`config.mk`:
```
export PLATFORM = sky130hd
export DESIGN_NAME = sample_filter_engine
export DESIGN_NICKNAME = d
export VERILOG_FILES = /design/src/rtl/filter_pkg.sv /design/src/rtl/sample_delay_line.sv /design/src/rtl/sample_filter_engine.sv
export SDC_FILE = /design/constraint.sdc
export NUM_CORES = 1
export LEC_CHECK = 0
export ABC_AREA = 1
export BUFFER_PORTS_ARGS = -buffer_cell sky130_fd_sc_hd__clkbuf_2
export CORE_ASPECT_RATIO = 2
export CORE_MARGIN = 3
export CORE_UTILIZATION = 56
export CTS_CLUSTER_DIAMETER = 150
export DETAILED_ROUTE_END_ITERATION = 8
export GPL_ROUTABILITY_DRIVEN = 0
export PLACE_DENSITY = 0.77
export SYNTH_ARGS = -nofsm -noshare
export SYNTH_HDL_FRONTEND = slang
export SYNTH_SLANG_ARGS = --single-unit
```
`constraint.sdc`:
```
create_clock -name CLK_50M -period 2.6 [get_ports CLK_50M]
set_input_delay 0.26 -clock CLK_50M [delete_from_list [all_inputs] [get_ports CLK_50M]]
set_output_delay 0.26 -clock CLK_50M [all_outputs]
set_load 0.03 [all_outputs]
```
`src/rtl/filter_pkg.sv`:
```
// Shared definitions for the sample filter datapath: mode encoding,
// saturation and offset-binary conversion used by the engine and DAC callers.
package filter_pkg;

  localparam int MAX_W = 32;

  typedef enum logic [1:0] {
    MODE_PASS  = 2'd0,
    MODE_DIFF1 = 2'd1,
    MODE_DIFF2 = 2'd2,
    MODE_AVG   = 2'd3
  } mode_e;

  // Clamp a sign-extended value into the signed range of a w-bit word (w < MAX_W).
  function automatic logic signed [MAX_W-1:0] saturate(
    input  logic signed [MAX_W-1:0] val,
    input  int                      w,
    output logic                    clipped
  );
    logic signed [MAX_W-1:0] hi;
    logic signed [MAX_W-1:0] lo;
    logic signed [MAX_W-1:0] res;
    hi      = $signed({MAX_W{1'b1}} >> (MAX_W - w + 1));
    lo      = ~hi;
    res     = val;
    clipped = 1'b0;
    if (val > hi) begin
      res     = hi;
      clipped = 1'b1;
    end else if (val < lo) begin
      res     = lo;
      clipped = 1'b1;
    end
    return res;
  endfunction

  // Offset-binary code: invert the sign bit of the w-bit word, keep the top dac_w bits.
  function automatic logic [MAX_W-1:0] to_offset_binary(
    input logic [MAX_W-1:0] y,
    input int               w,
    input int               dac_w
  );
    logic [MAX_W-1:0] code;
    code = (y & ({MAX_W{1'b1}} >> (MAX_W - w))) ^ (MAX_W'(1) << (w - 1));
    return code >> (w - dac_w);
  endfunction

endpackage

```
`src/rtl/sample_delay_line.sv`:
```
// Shift-register history of accepted samples; tap k (1-based) holds x[n-k]
// at bits [(k-1)*W +: W] of the flattened tap bus.
module sample_delay_line #(
  parameter int W     = 14,
  parameter int DEPTH = 8
) (
  input  logic               clk_i,
  input  logic               rst_ni,
  input  logic               shift_en_i,
  input  logic [W-1:0]       data_i,
  output logic [DEPTH*W-1:0] taps_o
);

  logic [DEPTH*W-1:0] taps_q;

  always_ff @(posedge clk_i or negedge rst_ni) begin
    if (!rst_ni) begin
      taps_q <= '0;
    end else if (shift_en_i) begin
      taps_q <= {taps_q[(DEPTH-1)*W-1:0], data_i};
    end
  end

  assign taps_o = taps_q;

endmodule

```
`src/rtl/sample_filter_engine.sv`:
```
// Configurable discrete-time filter: pass, first/second difference and moving
// average over a DEPTH-sample window, saturated and registered one cycle after each strobe.
module sample_filter_engine
  import filter_pkg::*;
#(
  parameter int W     = 14,
  parameter int DEPTH = 8,
  parameter int DAC_W = 12
) (
  input  logic             CLK_50M,
  input  logic             RST_N,
  input  logic [W-1:0]     sample_in,
  input  logic             sample_valid,
  input  logic             hold,
  input  logic [1:0]       mode,
  output logic [W-1:0]     y_out,
  output logic [DAC_W-1:0] dac_code,
  output logic             out_valid,
  output logic             sat
);

  localparam int LG = $clog2(DEPTH);
  localparam int SW = W + LG;

  logic                    accept;
  logic [DEPTH*W-1:0]      taps;
  logic                    unusedTaps;
  logic signed [W-1:0]     xIn;
  logic signed [W-1:0]     x1;
  logic signed [W-1:0]     x2;
  logic signed [W-1:0]     xOld;
  logic signed [SW-1:0]    sum_q;
  logic signed [SW-1:0]    sum_d;
  logic signed [SW-1:0]    avgFull;
  logic signed [W:0]       diff1;
  logic signed [W+1:0]     diff2;
  logic signed [MAX_W-1:0] result;
  mode_e                   modeSel;
  logic signed [W-1:0]     y_d;
  logic signed [W-1:0]     y_q;
  logic [DAC_W-1:0]        dac_d;
  logic [DAC_W-1:0]        dac_q;
  logic                    sat_d;
  logic                    sat_q;
  logic                    valid_q;

  assign accept = sample_valid & ~hold;

  sample_delay_line #(
    .W     (W),
    .DEPTH (DEPTH)
  ) u_delay (
    .clk_i      (CLK_50M),
    .rst_ni     (RST_N),
    .shift_en_i (accept),
    .data_i     (sample_in),
    .taps_o     (taps)
  );

  // Only the first two taps and the oldest one feed the arithmetic; the
  // middle taps exist for reuse by wider filters.
  assign unusedTaps = ^taps;

  assign xIn     = sample_in;
  assign x1      = taps[0 +: W];
  assign x2      = taps[W +: W];
  assign xOld    = taps[(DEPTH-1)*W +: W];
  assign modeSel = mode_e'(mode);

  assign sum_d   = sum_q + SW'(xIn) - SW'(xOld);
  assign avgFull = sum_d >>> LG;
  assign diff1   = (W+1)'(xIn) - (W+1)'(x1);
  assign diff2   = (W+2)'(xIn) - ((W+2)'(x1) <<< 1) + (W+2)'(x2);

  always_comb begin
    result = '0;
    sat_d  = 1'b0;
    case (modeSel)
      MODE_PASS:  result = MAX_W'(xIn);
      MODE_DIFF1: result = MAX_W'(diff1);
      MODE_DIFF2: result = MAX_W'(diff2);
      default:    result = MAX_W'(avgFull);
    endcase
    y_d   = W'(saturate(result, W, sat_d));
    dac_d = DAC_W'(to_offset_binary(MAX_W'(y_d), W, DAC_W));
  end

  // Running sum and results only move on accepted strobes, so outputs hold between them.
  always_ff @(posedge CLK_50M or negedge RST_N) begin
    if (!RST_N) begin
      sum_q   <= '0;
      y_q     <= '0;
      dac_q   <= {1'b1, {(DAC_W-1){1'b0}}};
      sat_q   <= 1'b0;
      valid_q <= 1'b0;
    end else begin
      valid_q <= accept;
      if (accept) begin
        sum_q <= sum_d;
        y_q   <= y_d;
        dac_q <= dac_d;
        sat_q <= sat_d;
      end
    end
  end

  assign y_out     = y_q;
  assign dac_code  = dac_q;
  assign sat       = sat_q;
  assign out_valid = valid_q;

endmodule

```
==> metrics.txt <==
status complete, but fails checks; failing checks negative setup slack; Synth cell types 38; Row Count 66; slew of the pin with the lowest slew margin 0.681 ns; CP required 2.93 ns; share of cells above drive strength 1 25.9%; Worst Skew 0.0163 ns; Max clock buf depth 2; first-pass GRT wire length 43600 um; final core occ 74.1%; RSZ-0062 raised after global routing true; clock power share 16.3%; TritonRoute pass-1 iters 6; Max Cap Viol 0; placed instance count 1630; Synth Cell Area 0.00948 mm2; CP Capture Type flip-flop; power share of the sequential group 21.2%; Initial Utilization 57.7%; Internal 0.00813 W; Hold Fails Final Rpt 0; fin crit share 114%; CTS buffer count 17; Ys Warns 0; Final Setup Violations 16; Final Slew Violations 0; sw power 0.00695 W; switching share of power 46.1%; core area 0.0164 mm2; Clock Latency Late Sink 0.45 ns; EDFF count, synth 0; Port Buf Inserts 47; asr flop ratio synth 100%; pin count of the biggest net entering global routing 165; Synth area leader dfrtp_1; final WL 29100 um; highest ir drop seen on vdd 0.698 mV; GRT Residual Overflow 0; initial antenna violation count 0; clk sinks 146; Fill cells 1109; NumNets Final 1561; CTS Root Cell clkbuf_16; top cells by area, synth dfrtp_1 (38%), nand2_1 (21%), inv_1 (8.2%); Finished Layout Cells 1680; Synth Instances 1310; syn nets 1408; Clock transition at path regs 0.08 ns; Slew headroom 54.6%; via/cell ratio 5.51; most frequent cells in the layout nand2_1 (483), inv_1 (188), dfrtp_1 (143); io pins 48; CTS tree built; WL/cell 17.3 um; minimum clock period 2.97 ns; Die ar. 0.0186 mm2; crit-path max FO 7; Setup WS post-layout -0.369 ns; fmax 337 MHz; post-DP HPWL 18400 um; Routed Antenna Nets 0; Synth top area share 38.3%; critical path type flip-flop to flip-flop; Area Overhead vs Synth 28.4%; R2R Setup Slk -0.37 ns; DR DRC count 0; H-tree depth 4; HP Class input pin to flip-flop; P_leak 6.62 nW; vias in the first global route 9117; Mean Syn Cell Area 7.23 um2; CP Launch Type flip-flop; Top FF cell, synth dfrtp_1; GRT Overall Usage 29.7%; Seq/Total Area, Yosys 38.6%; Data arrival, critical path 3.30 ns; Power per Cell Area 1240 mW/mm2; via count 9264; Die Y 190 um; die width 98.0 um; combinational share of power 62.5%; #FFs+latches synth 146; commonest non-fill, non-tap cell in the layout nand2_1; 1st-iter DRT viols 787; WHS 0.0648 ns; Diodes inserted 0
[power groups by stage]
stage               Clock (W)  Sequential, W  Combinational (W)
floorplan                   0        0.00331            0.00432
global placement            0        0.00319            0.00699
detailed placement          0        0.00320            0.00719
CTS                   0.00246        0.00317            0.00823
global route          0.00256        0.00325             0.0101
finish                0.00246        0.00320            0.00942
[kinds of logic after synthesis]
| family | after synthesis | share of synthesized area [%] |
|---|---|---|
| AND/OR/NAND/NOR | 689 | 29.4 |
| buffers and inverters | 257 | 10.8 |
| flip-flops | 146 | 38.6 |
| AO/OA/AOI/OAI | 127 | 7.30 |
| adder cells (fa/ha/maj) | 78 | 12.8 |
| XOR/XNOR | 13 | 1.20 |
[through the flow]
step | power, W | setup TNS, ns | area, um2 | worst slack, ns
after floorplan | 0.00763 | 0 | 9480 | 0.0715
after global placement | 0.0102 | -4.71 | 10700 | -0.348
after detailed placement | 0.0104 | -5.76 | 10700 | -0.401
after CTS | 0.0139 | -0.466 | 11800 | -0.0541
after global routing | 0.0159 | -5.40 | 12200 | -0.419
final | 0.0151 | -4.45 | 12200 | -0.369
[layout make-up]
type / instances / area (um2) / area share [%]
sequential: 146 / 3660 / 30.0
clock inverter: 15 / 149 / 1.22
clock buffer: 17 / 425 / 3.49
tap: 204 / 255 / 2.10
multi-input combinational: 908 / 5550 / 45.6
inverter: 211 / 793 / 6.52
timing repair buffer: 179 / 1340 / 11.0
[cell usage after synthesis, types with 2 or more instances]
master / number
nand2_1: 540
inv_1: 206
dfrtp_1: 145
o21ai_0: 66
nand3_1: 59
nor2_1: 53
ha_1: 47
a21oi_1: 41
fa_1: 31
clkbuf_1: 27
buf_4: 11
nand3b_1: 9
nor3_1: 7
xnor2_1: 7
xor2_1: 6
nand3_2: 5
inv_2: 4
nand4_1: 4
o21bai_1: 4
a31oi_1: 3
buf_1: 3
buf_2: 3
nand2_2: 3
o2111ai_1: 3
o22ai_1: 3
or2_2: 3
and2_1: 2
buf_6: 2
nor3_2: 2
o211ai_1: 2
o31ai_1: 2
[routing by layer]
layer / vias up / wire length, um / global-route usage, %
met2: 451 / 14900 / 51.9
li1: 4300 / - / -
met4: 0 / 2340 / 21.2
met3: 170 / 1730 / 5.39
met5: - / 0 / 0
met1: 4343 / 10200 / 31.7
[flip-flops by register name, summed over array words and instances (netlist names)]
signal          flops
out_valid           1
sum_q              17
sat                 1
u_delay.taps_o    112
dac_code            1
y_out              14
[final timing paths]
| path | to | depth (start not counted) | from |
|---|---|---|---|
| min reg2reg | u_delay.taps_o[67] | 2 | u_delay.taps_o[67] |
| min | u_delay.taps_o[8] | 3 | sample_in[8] |
| max | y_out[6] | 16 | u_delay.taps_o[10] |
| max reg2reg | y_out[6] | 16 | u_delay.taps_o[10] |
| min in group asynchronous | u_delay.taps_o[43] | 2 | RST_N |
| max in group asynchronous | dac_code[11] | 3 | RST_N |
[critical path, stage by stage, from the launching register on]
cell	delay (ns)
dfrtp_1	0.40
fa_1	0.52
inv_1	0.07
ha_4	0.27
nand2_1	0.12
nand2_2	0.09
nand2_1	0.07
nand2_1	0.08
a21oi_2	0.16
nand3_1	0.14
nand3_1	0.14
nand3_2	0.13
o21ai_4	0.23
clkbuf_16	0.19
nand2_1	0.08
nand2_1	0.09
nand2_1	0.07
[repair_timing]
action	4_1_cts	5_1_grt
pin swaps	40	58
gates cloned	2	0
setup endpoints to repair	18	20
hold buffers	1	0
endpoints found under the hold margin	58	0
buffers inserted	10	6
resized for setup	97	86
(Power assumes the default switching activity.)
